<file path="src/rtl/pipeline_hazard_ctrl_if.sv">
// Hazard-control bundle between the RV32I datapath (master) and the hazard unit (slave).
// Carries stage register ids, memory handshake, bank enables/flushes, forward selects and counters.
interface pipeline_hazard_ctrl_if #(
    parameter int CNT_W = 32
);
    logic [4:0]       rs1D, rs2D, rs1E, rs2E, rdE, rdM, rdW;
    logic             ResultSrcE0, PCSrcE, RegWriteM, RegWriteW, MemAccessM, dmem_ready;
    logic             weF, weD, weE, weM, weW;
    logic             flushD, flushE, flushW;
    logic [1:0]       ForwardAE, ForwardBE;
    logic             fault;
    logic [CNT_W-1:0] stall_cycles, flush_events;

    modport master (
        output rs1D, rs2D, rs1E, rs2E, rdE, rdM, rdW,
        output ResultSrcE0, PCSrcE, RegWriteM, RegWriteW, MemAccessM, dmem_ready,
        input  weF, weD, weE, weM, weW, flushD, flushE, flushW,
        input  ForwardAE, ForwardBE, fault, stall_cycles, flush_events
    );

    modport slave (
        input  rs1D, rs2D, rs1E, rs2E, rdE, rdM, rdW,
        input  ResultSrcE0, PCSrcE, RegWriteM, RegWriteW, MemAccessM, dmem_ready,
        output weF, weD, weE, weM, weW, flushD, flushE, flushW,
        output ForwardAE, ForwardBE, fault, stall_cycles, flush_events
    );
endinterface

</file>
<file path="src/rtl/pipeline_hazard_ctrl.sv">
// Hazard unit: bank enables/flushes, EX forwarding, load-use and memory-wait stalls; PIPE_PERF_CNT_EN adds perf counters.
// Latency: all controls combinational from inputs and current state; state/counters update on clk.
// Backpressure: dmem_ready low freezes F..M banks, times out into a sticky fault after MEM_TIMEOUT waits.
module pipeline_hazard_ctrl #(
    parameter int MEM_TIMEOUT = 16,
    parameter int CNT_W       = 32
) (
    input  logic                    clk,
    input  logic                    reset_n,
    pipeline_hazard_ctrl_if.slave   hz
);
    localparam int WAIT_W = $clog2(MEM_TIMEOUT + 1);
    localparam logic [WAIT_W-1:0] TIMEOUT_V = WAIT_W'(MEM_TIMEOUT);

    typedef enum logic [1:0] {
        RUN      = 2'd0,
        MEM_WAIT = 2'd1,
        FAULT    = 2'd2
    } state_t;

    state_t            state_q, state_d;
    logic [WAIT_W-1:0] wait_cnt_q, wait_cnt_d;
    logic              lw_stall, mem_stall;

    assign lw_stall  = hz.ResultSrcE0 && (hz.rdE != 5'd0) &&
                       ((hz.rdE == hz.rs1D) || (hz.rdE == hz.rs2D));
    assign mem_stall = ((state_q == RUN) && hz.MemAccessM && !hz.dmem_ready) ||
                       ((state_q == MEM_WAIT) && !hz.dmem_ready);

    // M result is younger than W, so it wins when both match.
    function automatic logic [1:0] fwd_sel(input logic [4:0] rs,
                                           input logic rw_m, input logic [4:0] rd_m,
                                           input logic rw_w, input logic [4:0] rd_w);
        logic [1:0] sel;
        sel = 2'b00;
        if (rw_m && (rd_m != 5'd0) && (rd_m == rs))
            sel = 2'b10;
        else if (rw_w && (rd_w != 5'd0) && (rd_w == rs))
            sel = 2'b01;
        return sel;
    endfunction

    always_ff @(posedge clk or negedge reset_n) begin
        if (!reset_n) begin
            state_q    <= RUN;
            wait_cnt_q <= '0;
        end else begin
            state_q    <= state_d;
            wait_cnt_q <= wait_cnt_d;
        end
    end

    always_comb begin
        state_d      = state_q;
        wait_cnt_d   = wait_cnt_q;
        hz.weF       = 1'b1;
        hz.weD       = 1'b1;
        hz.weE       = 1'b1;
        hz.weM       = 1'b1;
        hz.weW       = 1'b1;
        hz.flushD    = 1'b0;
        hz.flushE    = 1'b0;
        hz.flushW    = 1'b0;
        hz.fault     = 1'b0;
        hz.ForwardAE = fwd_sel(hz.rs1E, hz.RegWriteM, hz.rdM, hz.RegWriteW, hz.rdW);
        hz.ForwardBE = fwd_sel(hz.rs2E, hz.RegWriteM, hz.rdM, hz.RegWriteW, hz.rdW);

        case (state_q)
            RUN: begin
                if (mem_stall) begin
                    state_d    = MEM_WAIT;
                    wait_cnt_d = WAIT_W'(1);
                end
            end
            MEM_WAIT: begin
                if (hz.dmem_ready) begin
                    state_d    = RUN;
                    wait_cnt_d = '0;
                end else if (wait_cnt_q == TIMEOUT_V) begin
                    state_d = FAULT;
                end else begin
                    wait_cnt_d = wait_cnt_q + WAIT_W'(1);
                end
            end
            FAULT: ;
            default: state_d = RUN;
        endcase

        if (state_q == FAULT) begin
            {hz.weF, hz.weD, hz.weE, hz.weM, hz.weW} = 5'b00000;
            {hz.flushD, hz.flushE, hz.flushW}       = 3'b111;
            hz.fault                                = 1'b1;
        end else if (mem_stall) begin
            // WB still drains, but as a bubble so the stalled M instruction retires once.
            {hz.weF, hz.weD, hz.weE, hz.weM} = 4'b0000;
            hz.flushW                        = 1'b1;
        end else if (lw_stall) begin
            hz.weF    = 1'b0;
            hz.weD    = 1'b0;
            hz.flushE = 1'b1;
        end else if (hz.PCSrcE) begin
            hz.flushD = 1'b1;
            hz.flushE = 1'b1;
        end

        if (!reset_n) begin
            {hz.weF, hz.weD, hz.weE, hz.weM, hz.weW} = 5'b00000;
            {hz.flushD, hz.flushE, hz.flushW}       = 3'b111;
            hz.ForwardAE                            = 2'b00;
            hz.ForwardBE                            = 2'b00;
            hz.fault                                = 1'b0;
        end
    end

`ifdef PIPE_PERF_CNT_EN
    logic [CNT_W-1:0] stall_q, flush_q;

    always_ff @(posedge clk or negedge reset_n) begin
        if (!reset_n) begin
            stall_q <= '0;
            flush_q <= '0;
        end else if (state_q != FAULT) begin
            if (mem_stall || lw_stall)
                stall_q <= stall_q + CNT_W'(1);
            else if (hz.PCSrcE)
                flush_q <= flush_q + CNT_W'(1);
        end
    end

    assign hz.stall_cycles = stall_q;
    assign hz.flush_events = flush_q;
`else
    assign hz.stall_cycles = '0;
    assign hz.flush_events = '0;
`endif
endmodule
</file>
<file path="src/flat_wrapper.sv">
// flat-port wrapper written by rule: the top's interface ports become plain ports
module pipeline_hazard_ctrl_flat 
#(
    parameter int MEM_TIMEOUT = 16,
    parameter int CNT_W       = 32
)
  (clk, reset_n, hz_rs1D, hz_rs2D, hz_rs1E, hz_rs2E, hz_rdE, hz_rdM, hz_rdW, hz_ResultSrcE0, hz_PCSrcE, hz_RegWriteM, hz_RegWriteW, hz_MemAccessM, hz_dmem_ready, hz_weF, hz_weD, hz_weE, hz_weM, hz_weW, hz_flushD, hz_flushE, hz_flushW, hz_ForwardAE, hz_ForwardBE, hz_fault, hz_stall_cycles, hz_flush_events);
  pipeline_hazard_ctrl_if #(.CNT_W(CNT_W)) hz_i ();
  input  logic clk;
  input  logic reset_n;
  input wire logic [$bits(hz_i.rs1D)-1:0] hz_rs1D;
  input wire logic [$bits(hz_i.rs2D)-1:0] hz_rs2D;
  input wire logic [$bits(hz_i.rs1E)-1:0] hz_rs1E;
  input wire logic [$bits(hz_i.rs2E)-1:0] hz_rs2E;
  input wire logic [$bits(hz_i.rdE)-1:0] hz_rdE;
  input wire logic [$bits(hz_i.rdM)-1:0] hz_rdM;
  input wire logic [$bits(hz_i.rdW)-1:0] hz_rdW;
  input wire logic [$bits(hz_i.ResultSrcE0)-1:0] hz_ResultSrcE0;
  input wire logic [$bits(hz_i.PCSrcE)-1:0] hz_PCSrcE;
  input wire logic [$bits(hz_i.RegWriteM)-1:0] hz_RegWriteM;
  input wire logic [$bits(hz_i.RegWriteW)-1:0] hz_RegWriteW;
  input wire logic [$bits(hz_i.MemAccessM)-1:0] hz_MemAccessM;
  input wire logic [$bits(hz_i.dmem_ready)-1:0] hz_dmem_ready;
  output wire logic [$bits(hz_i.weF)-1:0] hz_weF;
  output wire logic [$bits(hz_i.weD)-1:0] hz_weD;
  output wire logic [$bits(hz_i.weE)-1:0] hz_weE;
  output wire logic [$bits(hz_i.weM)-1:0] hz_weM;
  output wire logic [$bits(hz_i.weW)-1:0] hz_weW;
  output wire logic [$bits(hz_i.flushD)-1:0] hz_flushD;
  output wire logic [$bits(hz_i.flushE)-1:0] hz_flushE;
  output wire logic [$bits(hz_i.flushW)-1:0] hz_flushW;
  output wire logic [$bits(hz_i.ForwardAE)-1:0] hz_ForwardAE;
  output wire logic [$bits(hz_i.ForwardBE)-1:0] hz_ForwardBE;
  output wire logic [$bits(hz_i.fault)-1:0] hz_fault;
  output wire logic [$bits(hz_i.stall_cycles)-1:0] hz_stall_cycles;
  output wire logic [$bits(hz_i.flush_events)-1:0] hz_flush_events;
  assign hz_i.rs1D = hz_rs1D;
  assign hz_i.rs2D = hz_rs2D;
  assign hz_i.rs1E = hz_rs1E;
  assign hz_i.rs2E = hz_rs2E;
  assign hz_i.rdE = hz_rdE;
  assign hz_i.rdM = hz_rdM;
  assign hz_i.rdW = hz_rdW;
  assign hz_i.ResultSrcE0 = hz_ResultSrcE0;
  assign hz_i.PCSrcE = hz_PCSrcE;
  assign hz_i.RegWriteM = hz_RegWriteM;
  assign hz_i.RegWriteW = hz_RegWriteW;
  assign hz_i.MemAccessM = hz_MemAccessM;
  assign hz_i.dmem_ready = hz_dmem_ready;
  assign hz_weF = hz_i.weF;
  assign hz_weD = hz_i.weD;
  assign hz_weE = hz_i.weE;
  assign hz_weM = hz_i.weM;
  assign hz_weW = hz_i.weW;
  assign hz_flushD = hz_i.flushD;
  assign hz_flushE = hz_i.flushE;
  assign hz_flushW = hz_i.flushW;
  assign hz_ForwardAE = hz_i.ForwardAE;
  assign hz_ForwardBE = hz_i.ForwardBE;
  assign hz_fault = hz_i.fault;
  assign hz_stall_cycles = hz_i.stall_cycles;
  assign hz_flush_events = hz_i.flush_events;
  pipeline_hazard_ctrl #(.MEM_TIMEOUT(MEM_TIMEOUT), .CNT_W(CNT_W)) u_core (.clk(clk), .reset_n(reset_n), .hz(hz_i));
endmodule
</file>
<file path="config.mk">
export PLATFORM = sky130hd
export DESIGN_NAME = pipeline_hazard_ctrl_flat
export DESIGN_NICKNAME = d
export VERILOG_FILES = /design/src/rtl/pipeline_hazard_ctrl_if.sv /design/src/rtl/pipeline_hazard_ctrl.sv /design/src/flat_wrapper.sv
export SDC_FILE = /design/constraint.sdc
export NUM_CORES = 1
export LEC_CHECK = 0
export BUFFER_PORTS_ARGS = -buffer_cell sky130_fd_sc_hd__buf_2
export CORE_MARGIN = 2
export CORE_UTILIZATION = 39
export CTS_CLUSTER_DIAMETER = 40
export DETAILED_ROUTE_END_ITERATION = 12
export GPL_ROUTABILITY_DRIVEN = 1
export PLACE_DENSITY = 0.79
export SLEW_MARGIN = 20
export SYNTH_ARGS = -nofsm -noshare
export SYNTH_HDL_FRONTEND = slang
export SYNTH_SLANG_ARGS = --single-unit
export TNS_END_PERCENT = 10
</file>
<file path="constraint.sdc">
create_clock -name clk -period 1.97 [get_ports clk]
set_input_delay 0 -clock clk [delete_from_list [all_inputs] [get_ports clk]]
set_output_delay 0 -clock clk [all_outputs]
set_load 0.01 [all_outputs]
</file>
==> results of run 1 <==
-- final cells by class --
cell class	count	area [um^2]	share of cell area (%)
sequential	7	175	11.8
inverter	6	22.5	1.51
tap	46	57.6	3.87
clock buffer	4	26.3	1.77
timing repair buffer	56	288	19.3
multi-input combinational	156	918	61.7
-- sequential cells by signal (all words and copies together) (netlist names) --
signal / cells
u_core.wait_cnt_q: 5
u_core.state_q: 2
-- worst max-delay path: cells and delay by family --
kind / cells / cell delay (ns)
buffers and inverters: 3 / 0.91
and+or+nand+nor: 2 / 0.71
AOI/OAI and AO/OA: 1 / 0.12
-- power groups by stage --
stage          logic (mW)  clock network (mW)  registers, mW
2_1_floorplan       0.272                   0          0.170
5_1_grt             0.307               0.149          0.174
6_report            0.273               0.137          0.171
3_5_place_dp        0.270                   0          0.174
3_3_place_gp        0.264                   0          0.173
4_1_cts             0.272               0.140          0.171
-- stage by stage --
| stage | util [%] | hold WS (ns) | area [um^2] | worst slack (ns) | power [mW] |
|---|---|---|---|---|---|
| floorplan | - | -0.296 | 1610 | 0.513 | 0.442 |
| global placement | 43.1 | -0.113 | 1450 | 0.406 | 0.437 |
| detailed placement | 43.1 | -0.112 | 1450 | 0.288 | 0.444 |
| CTS | 44.2 | 0.0192 | 1490 | 0.130 | 0.583 |
| global route | 44.2 | 0.0291 | 1490 | 0.0665 | 0.630 |
| finish | 44.2 | 0.0193 | 1490 | 0.223 | 0.582 |
-- logic make-up (layout without fill, tap and decap cells) --
group,after synthesis,count (layout),synth area share [%]
adder cells (fa/ha/maj),2,2,1.82
other,1,64,0.273
AO/OA/AOI/OAI,21,21,10.4
buffers and inverters,72,66,37.7
AND/OR/NAND/NOR,39,39,18.0
XOR/XNOR,30,30,19.1
flip-flops,7,7,12.7
-- routing by layer --
metal	up-vias	track usage (%)	part of all wire, %
met3	2	2.50	11
met4	0	2.45	0.69
met1	521	13.5	36
met5	-	0	0
met2	74	23.9	52
li1	565	-	-
-- cell usage in the layout (no fill, tap or decap) --
cell type and n:
conb_1 64, buf_2 54, xnor2_1 16, xor2_1 14, dfrtp_1 7, inv_1 6, nand3_1 6, or4_1 5
nand2_1 5, a21oi_1 5, nor2_1 4, or3_1 4, clkbuf_4 4, o21ai_0 3, nor4_1 2, nor4_2 2
nand2b_1 2, and2_1 2, o22ai_1 2, a31oi_1 2, nor2b_1 2, ha_1 2, o21ai_1 1, o211ai_1 1
o21a_1 1, o31a_1 1, a311o_1 1, nand4bb_1 1, nor4b_2 1, and3b_1 1, a211oi_2 1, or2_2 1
nor3_1 1, o31ai_1 1, a32o_1 1, a2bb2oi_1 1, clkbuf_1 1, dlygate4sd3_1 1
-- final timing paths --
check / from / endpoint / slack (ns) / cells past startpoint
min in group asynchronous: reset_n / u_core.wait_cnt_q[4] / 0.14 / 2
worst min-delay path: hz_dmem_ready / u_core.state_q[1] / 0.02 / 2
worst min register to register: u_core.wait_cnt_q[1] / u_core.wait_cnt_q[1] / 0.57 / 1
worst max register to register: u_core.wait_cnt_q[0] / u_core.wait_cnt_q[4] / 0.26 / 6
worst max-delay path: reset_n / hz_ForwardAE[0] / 0.22 / 6
max in group asynchronous: reset_n / u_core.wait_cnt_q[1] / 1.67 / 2
-- timing repair --
item | in CTS | in global routing
endpoints found under the hold margin | 7 | 0
hold buffers | 1 | 0
endpoints found under the setup margin | 0 | 1
resized for setup | 0 | 1
==> results.md, run 1 <==
- Req. time, crit path: 1.97 ns
- Worst hold path class: input port to flop
- Clock sinks: 7
- GRT Util Overall: 12.3%
- Row count: 21
- Cell types occupying the most area after synthesis: buf_4 (36%), dfrtp_1 (13%), xnor2_1 (10%), xor2_1 (8.9%), or4_1 (2.7%)
- CTS tree: done
- Placer Congestion: 0.788
- Overflow after GRT: 0
- DRT Pass-1 Iters: 4
- Worst-path fanout max: 12
- Final setup fails: 0
- Synth top cells by count: buf_4 (66), xnor2_1 (16), xor2_1 (14)
- DR iter-0 viols: 29
- Worst skew pair latency: 0.26 ns
- Number of global-route vias before repair: 998
- Psw: 238 uW
- Critical path class: input port to output port
- Full die area: 0.00402 mm^2
- Max-cap viol count: 0
- Clk buf depth: 2
- Setup bufs post-CTS: 0
- Post-DP HPWL: 2330 um
- Setup Skew: 0.00142 ns
- Final non-filler cell total: 275
- Wirelength per Cell: 9.48 um
- Pint: 343 uW
- Die height: 63.4 um
- Top FF cell, synth: dfrtp_1
- Filler cells: 365
- EDFF count, synth: 0
- Final ANT Viol Nets: 0
- Clock share of power: 23.6%
- Cells after synthesis: 172
- WP data arrival: 1.75 ns
- Net Sw Frac: 41.0%
- Num CTS Buffers: 3
- Layout Area Growth over Synthesis: 8.19%
- Post-synthesis async set-or-reset flop share: 100%
- Die width: 63.4 um
- Final nets: 275
- Max Freq: 572 MHz
- Count of synthesis-stage warnings from yosys: 0
- RSZ-0062 raised after global routing: false
- Fin. Hold Viols: 0
- Critical Path Start Type: input port
- Seq pwr share: 29.4%
- Antenna violations before repair: 0
- Cells along the critical path: dlygate4sd3_1 -> clkbuf_4 -> o211ai_1 -> or4_1 -> nor4_2 -> buf_2
- Netlist cell types: 35
- Cell with the most instances after synthesis: buf_4
- TNS Setup: 0 ns
- Root buffer cell: clkbuf_4
- Crit-path max cell delay: 0.57 ns
- Tmin final: 1.75 ns
- Largest area contributor in the synthesized netlist: buf_4
- Port Buffers: 55
- Area share of the largest cell type after synthesis: 36.0%
- Core area: 0.00336 mm^2
- Netlist Area Pre-Place: 0.00138 mm^2
- CP endpoint kind: output port
- DR vias: 1162
- Largest net degree at the start of global routing: 13
- Num ports: 120
- Final Max Tran Viols: 0
- Total length of routed wires: 2610 um
- DRC violations left: 0
- Status: complete, no violations
- Post-route clock period utilization: 88.7%
- Ant diodes: 0
- First-pass GRT wire length: 4130 um
- CP max-delay cell: or4_1
- Placed Instances: 270
- Sequential fraction of the synthesis area: 12.7%
- CTS H-tree depth: 1
- Starting Density: 40.9%
- Power Density: 391 mW/mm^2
- Comb power frac: 47.0%
- Leakage: 0.782 nW
- Synthesized area per cell: 7.99 um^2
- Yosys reg bits: 7
- Clk slew on worst S/H paths: 0.06 ns
- Share of cells above drive strength 1: 27.5%
- Max VDD drop: 238 uV
- Via/cell ratio: 4.23
Note: power is estimated with default switching activity, not from simulation.
==> inputs of run 2 (changes only) <==
--- a/config.mk
+++ b/config.mk
@@ -6,11 +6,12 @@
 export NUM_CORES = 1
 export LEC_CHECK = 0
 export BUFFER_PORTS_ARGS = -buffer_cell sky130_fd_sc_hd__buf_2
+export CORE_ASPECT_RATIO = 1.1
 export CORE_MARGIN = 2
 export CORE_UTILIZATION = 39
-export CTS_CLUSTER_DIAMETER = 40
 export DETAILED_ROUTE_END_ITERATION = 12
 export GPL_ROUTABILITY_DRIVEN = 1
+export MAX_ROUTING_LAYER = met4
 export PLACE_DENSITY = 0.79
 export SLEW_MARGIN = 20
 export SYNTH_ARGS = -nofsm -noshare
==> run 2 against run 1 <==
  * Cell count up 1.1%
  * Via count up 1.0%
  * Clock-buffer cell count unchanged
  * Highest routed layer unchanged
==> results.md, run 2 (synthesis results as in run 1) <==
- Status: complete, no violations
- Die height: 66.3 um (+4.6%)
- Hold Path Sink: u_core.state_q[1]
- Setup bufs post-CTS: 0 (unchanged)
- Power Density: 384 mW/mm^2 (-1.8%)
- Starting Density: 40.9% (+0.061 points)
- Reg-to-Reg Start: u_core.wait_cnt_q[0]
- Core area: 0.00336 mm^2 (-0.15%)
- Overflow after GRT: 0 (unchanged)
- DRC violations left: 0 (unchanged)
- Biggest regs: u_core.wait_cnt_q x5, u_core.state_q x2
- Setup Skew: 0.00393 ns (+0.00251 ns)
- Met2 WL post-DR: 1480 um (+8.8%)
- Num CTS Buffers: 3 (unchanged)
- R2R Path End: u_core.wait_cnt_q[3]
- Clk slew on worst S/H paths: 0.05 ns (about the same)
- Req. time, crit path: 2.14 ns (+0.17 ns)
- Die width: 60.6 um (-4.4%)
- R2R setup slack: 0.27 ns (about the same)
- Worst hold path class: input port to flop
- Full die area: 0.00402 mm^2 (about the same)
- Total chip power: 574 uW (-1.3%)
- Place WS: 0.289 ns (+0.00159 ns)
- Critical Path Start Type: flop
- Ant diodes: 0 (unchanged)
- Max-cap viol count: 0 (unchanged)
- CTS H-tree depth: 1 (unchanged)
- RSZ-0062 raised after global routing: false
- Most frequent cells in the layout: conb_1 (64), buf_2 (55), xnor2_1 (16)
- Final ANT Viol Nets: 0 (unchanged)
- Worst Reg2Reg Path Length in Cells: 6 (unchanged)
- Commonest non-fill, non-tap cell in the layout: conb_1
- Clock sinks: 7 (unchanged)
- Hold Path Origin: hz_dmem_ready
- Largest net degree at the start of global routing: 12 (-1)
- Post-DP HPWL: 2410 um (+3.6%)
- Final Max Tran Viols: 0 (unchanged)
- CP endpoint kind: flop
- Placer Congestion: 0.768 (-2.5%)
- Root buffer cell: clkbuf_4
- Max reg flops: 5 (unchanged)
- Worst-path fanout max: 7 (-5)
- Clk buf depth: 2 (unchanged)
- Critical path class: flop to flop
- Layout Area Growth over Synthesis: 8.73%
- DR iter-0 viols: 17 (-41%)
- Final worst slack: 0.270 ns (+0.0474 ns)
- Max VDD drop: 243 uV (+1.9%)
- Max Freq: 588 MHz (+2.8%)
- Met3 Wirelength: 325 um (+15%)
- Share of cells above drive strength 1: 27.8% (+0.32 points)
- Fin. Hold Viols: 0 (unchanged)
- Final setup fails: 0 (unchanged)
- Met1 wire length: 876 um (-7.3%)
- Highest routed layer: met4
- CTS tree: done
- DRT Pass-1 Iters: 4 (unchanged)
- Tmin final: 1.70 ns (-0.0474 ns)
- Num ports: 120 (unchanged)
- Placed Instances: 273 (+1.1%)
- Leakage: 0.786 nW (+0.53%)
- Total length of routed wires: 2710 um (+3.8%)
- TNS Setup: 0 ns (unchanged)
- Row count: 22 (+4.8%)
- First-pass GRT wire length: 3890 um (-5.7%)
- DR vias: 1174 (+1.0%)
- Layout Utilization: 44.5% (+0.29 points)
- Largest Register: u_core.wait_cnt_q
- Wirelength per Cell: 9.73 um (+2.7%)
- Via/cell ratio: 4.22 (about the same)
- Worst skew pair latency: 0.25 ns (about the same)
- Final non-filler cell total: 278 (+1.1%)
- Number of global-route vias before repair: 1030 (+3.2%)
- Antenna violations before repair: 0 (unchanged)
- WP data arrival: 1.87 ns (+0.12 ns)
- Final nets: 276 (+0.36%)
- Hold path cells: 2 (unchanged)
- Post-route clock period utilization: 86.3% (-2.4 points)
- GRT Util Overall: 12.9% (+0.59 points)
- Port Buffers: 55 (unchanged)
run 2: worst max path at each step:
stage                               from              endpoint  slack, ns  cells after the start
detailed placement  u_core.wait_cnt_q[0]  u_core.wait_cnt_q[3]       0.29                      6
global placement    u_core.wait_cnt_q[0]  u_core.wait_cnt_q[3]       0.41                      6
floorplan           u_core.wait_cnt_q[0]  u_core.wait_cnt_q[3]       0.51                      6
global route        u_core.wait_cnt_q[0]  u_core.wait_cnt_q[4]       0.04                      6
finish              u_core.wait_cnt_q[0]  u_core.wait_cnt_q[3]       0.27                      6
CTS                 u_core.wait_cnt_q[0]  u_core.wait_cnt_q[4]       0.28                      6
run 2: worst max-delay path: stages, from the launching register on:
cell	delay, ns
dfrtp_1	0.40
inv_1	0.10
ha_1	0.18
nand4bb_1	0.22
a211oi_2	0.43
o21ai_0	0.16
a21oi_1	0.14
run 2: stage by stage:
stage	area (um^2)	hold WS (ns)
after detailed placement	1460	-0.0452
after global placement	1460	-0.0488
after global routing	1500	0.0459
after floorplan	1610	-0.296
final	1500	0.0336
after CTS	1500	0.0301
run 2: timing repair:
action	in CTS	in global routing
hold buffers	1	0
endpoints found under the hold margin	7	0
resized for setup	0	0
run 2: power by group:
| part | internal, mW | leakage [nW] | switching [mW] |
|---|---|---|---|
| Clock | 0.0771 | 0.0150 | 0.0503 |
| Sequential | 0.156 | 0.0933 | 0.0157 |
| Combinational | 0.111 | 0.678 | 0.164 |
| Total | 0.344 | 0.786 | 0.230 |
run 2: per-layer routing:
layer / vias to the layer above / GRT usage (%)
met5: - / -
met4: 0 / 2.45
met3: 2 / 2.94
met2: 87 / 26.9
met1: 519 / 11.1
li1: 566 / -
run 2: area by class of cell:
cell class                 count  area, um^2
inverter                       6        22.5
multi-input combinational    156         918
clock buffer                   4        26.3
timing repair buffer          57         293
tap                           48        60.1
fill                         362        1860
sequential                     7         175
==> inputs of run 3 (changes only) <==
==> constraint.sdc (replaced) <==
create_clock -name clk -period 1.97 [get_ports clk]
set_input_delay 0.2955 -clock clk [delete_from_list [all_inputs] [get_ports clk]]
set_output_delay 0.2955 -clock clk [all_outputs]
set_load 0.01 [all_outputs]
==> run 3 against run 2 <==
  * Wire length grew 3.5%
  * Via count grew 1.2%
  * Worst setup slack lost 0.22 ns
  * Critical path type is now input port to output port
  * Largest cell class unchanged
==> results.md, run 3 (synthesis results as in run 1) <==
- Die height: 66.3 um (unchanged)
- Overflow after GRT: 0 (unchanged)
- Tmin final: 1.92 ns (+0.217 ns)
- Port Buffers: 55 (unchanged)
- Clock share of power: 22.1% (about the same)
- Status: complete, no violations
- Final non-filler cell total: 281 (+1.1%)
- Leakage: 0.803 nW (+2.2%)
- Critical Path Start Type: input port
- Cells along the critical path: buf_2 -> or4_4 -> o21a_1 -> a311o_1 -> buf_2
- Root buffer cell: clkbuf_4
- Worst-path fanout max: 3 (-4)
- Final ANT Viol Nets: 0 (unchanged)
- Psw: 236 uW (+2.4%)
- Placed Instances: 276 (+1.1%)
- First-pass GRT wire length: 3860 um (-0.87%)
- WHS: 0.329 ns (+0.295 ns)
- DRT Pass-1 Iters: 4 (unchanged)
- Clk buf depth: 2 (unchanged)
- Biggest regs: u_core.wait_cnt_q x5, u_core.state_q x2
- Cell repeated most along the worst path: buf_2
- Max VDD drop: 167 uV (-31%)
- Critical path class: input port to output port
- CTS H-tree depth: 1 (unchanged)
- DR iter-0 viols: 15 (-2)
- Net Sw Frac: 40.3% (+0.15 points)
- Row count: 22 (unchanged)
- Num CTS Buffers: 3 (unchanged)
- Ant diodes: 0 (unchanged)
- DRC violations left: 0 (unchanged)
- Setup Skew: 0.000415 ns (-0.00351 ns)
- Clk slew on worst S/H paths: 0.05 ns (about the same)
- Max Freq: 522 MHz (-11%)
- Final nets: 279 (+1.1%)
- TNS Setup: 0 ns (unchanged)
- Full die area: 0.00402 mm^2 (unchanged)
- Commonest non-fill, non-tap cell in the layout: conb_1
- Final setup fails: 0 (unchanged)
- Worst skew pair latency: 0.25 ns (about the same)
- Clock sinks: 7 (unchanged)
- Num ports: 120 (unchanged)
- Power Density: 382 mW/mm^2 (-0.58%)
- CP max-delay cell: or4_4
- Placer Congestion: 0.766 (-0.25%)
- Antenna violations before repair: 0 (unchanged)
- Via/cell ratio: 4.23 (+0.11%)
- Pint: 350 uW (+1.7%)
- Post-route clock period utilization: 97.3% (+11 points)
- Crit-path max cell delay: 0.52 ns (+0.09 ns)
- CTS tree: done
- Layout Area Growth over Synthesis: 11.6%
- Starting Density: 40.9% (unchanged)
- RSZ-0062 raised after global routing: true
- Post-DP HPWL: 2470 um (+2.4%)
- Core area: 0.00336 mm^2 (unchanged)
- Comb power frac: 48.5% (+0.6 points)
- Wirelength per Cell: 9.96 um (+2.4%)
- CP endpoint kind: output port
- Max reg flops: 5 (unchanged)
- WP data arrival: 1.62 ns (-0.25 ns)
- Die width: 60.6 um (unchanged)
- Most frequent cells in the layout: conb_1 (64), buf_2 (55), xnor2_1 (16)
- Max-cap viol count: 0 (unchanged)
- Worst hold path class: input port to flop
- DR vias: 1188 (+1.2%)
- Total length of routed wires: 2800 um (+3.5%)
- Seq pwr share: 29.5% (-0.4 points)
- Fin. Hold Viols: 0 (unchanged)
- Largest net degree at the start of global routing: 10 (-2)
- Number of global-route vias before repair: 948 (-8.0%)
- Req. time, crit path: 1.67 ns (-0.47 ns)
- Share of cells above drive strength 1: 30.0% (+2.2 points)
- GRT Util Overall: 12.9% (+0.070 points)
- Final Max Tran Viols: 0 (unchanged)
- Largest Register: u_core.wait_cnt_q
- Layout Utilization: 45.7% (+1.2 points)
==> run 3: cell count changes in the layout (fill, tap and decap cells not counted), sizes merged <==
cell | before | now
buf | 56 | 59
==> run 3: layout make-up <==
type                            instances  area [um^2]
Timing Repair Buffer                   60          315
Multi-Input combinational cell        156          933
Clock buffer                            4         26.3
Fill cell                             364         1820
Sequential cell                         7          176
Tap cell                               48         60.1
Inverter                                6         22.5
==> run 3: worst max-delay path: cells and delay by family <==
| family | cells | cell delay [ns] |
|---|---|---|
| AOI/OAI and AO/OA | 2 | 0.54 |
| and+or+nand+nor | 1 | 0.52 |
| buffers and inverters | 2 | 0.26 |
==> run 3: path summary, 6_finish.rpt <==
path,start,cells past startpoint,slack [ns],to
setup / recovery,hz_rdE[0],5,0.05,hz_flushE
setup reg to reg,u_core.wait_cnt_q[0],6,0.29,u_core.wait_cnt_q[3]
hold reg to reg,u_core.state_q[0],1,0.55,u_core.state_q[0]
min in group asynchronous,reset_n,3,0.63,u_core.wait_cnt_q[2]
max in group asynchronous,reset_n,3,1.06,u_core.state_q[0]
hold / removal,hz_dmem_ready,2,0.33,u_core.wait_cnt_q[0]
==> run 3: per-stage QoR <==
step	setup slack [ns]	power, mW	instance area, um^2
floorplan	0.226	0.442	1610
global placement	0.0357	0.444	1480
detailed placement	0.0256	0.451	1480
CTS	0.0245	0.587	1520
global route	-0.0209	0.639	1530
finish	0.0535	0.586	1530
==> run 3: power by group through the flow <==
| stage | logic (mW) | clock network (mW) | registers [mW] |
|---|---|---|---|
| 2_1_floorplan | 0.272 | 0 | 0.170 |
| 3_3_place_gp | 0.270 | 0 | 0.173 |
| 3_5_place_dp | 0.277 | 0 | 0.174 |
| 4_1_cts | 0.280 | 0.136 | 0.172 |
| 5_1_grt | 0.317 | 0.146 | 0.175 |
| 6_report | 0.284 | 0.129 | 0.173 |
==> run 3: metal layers <==
layer | vias up | routed length [um] | share of wire [%] | global-route usage, %
met4 | 0 | 29 | 1.0 | 4.89
met3 | 2 | 360 | 13 | 1.76
li1 | 574 | - | - | -
met5 | - | 0 | 0 | -
met1 | 527 | 921 | 33 | 12.0
met2 | 85 | 1490 | 53 | 25.7
==> run 3: what timing repair did <==
action | CTS | global route
setup buffers | 0 | 0
endpoints found under the hold margin | 7 | 0
endpoints found under the setup margin | 0 | 6
hold buffers | 1 | 0
resized for setup | 0 | 4
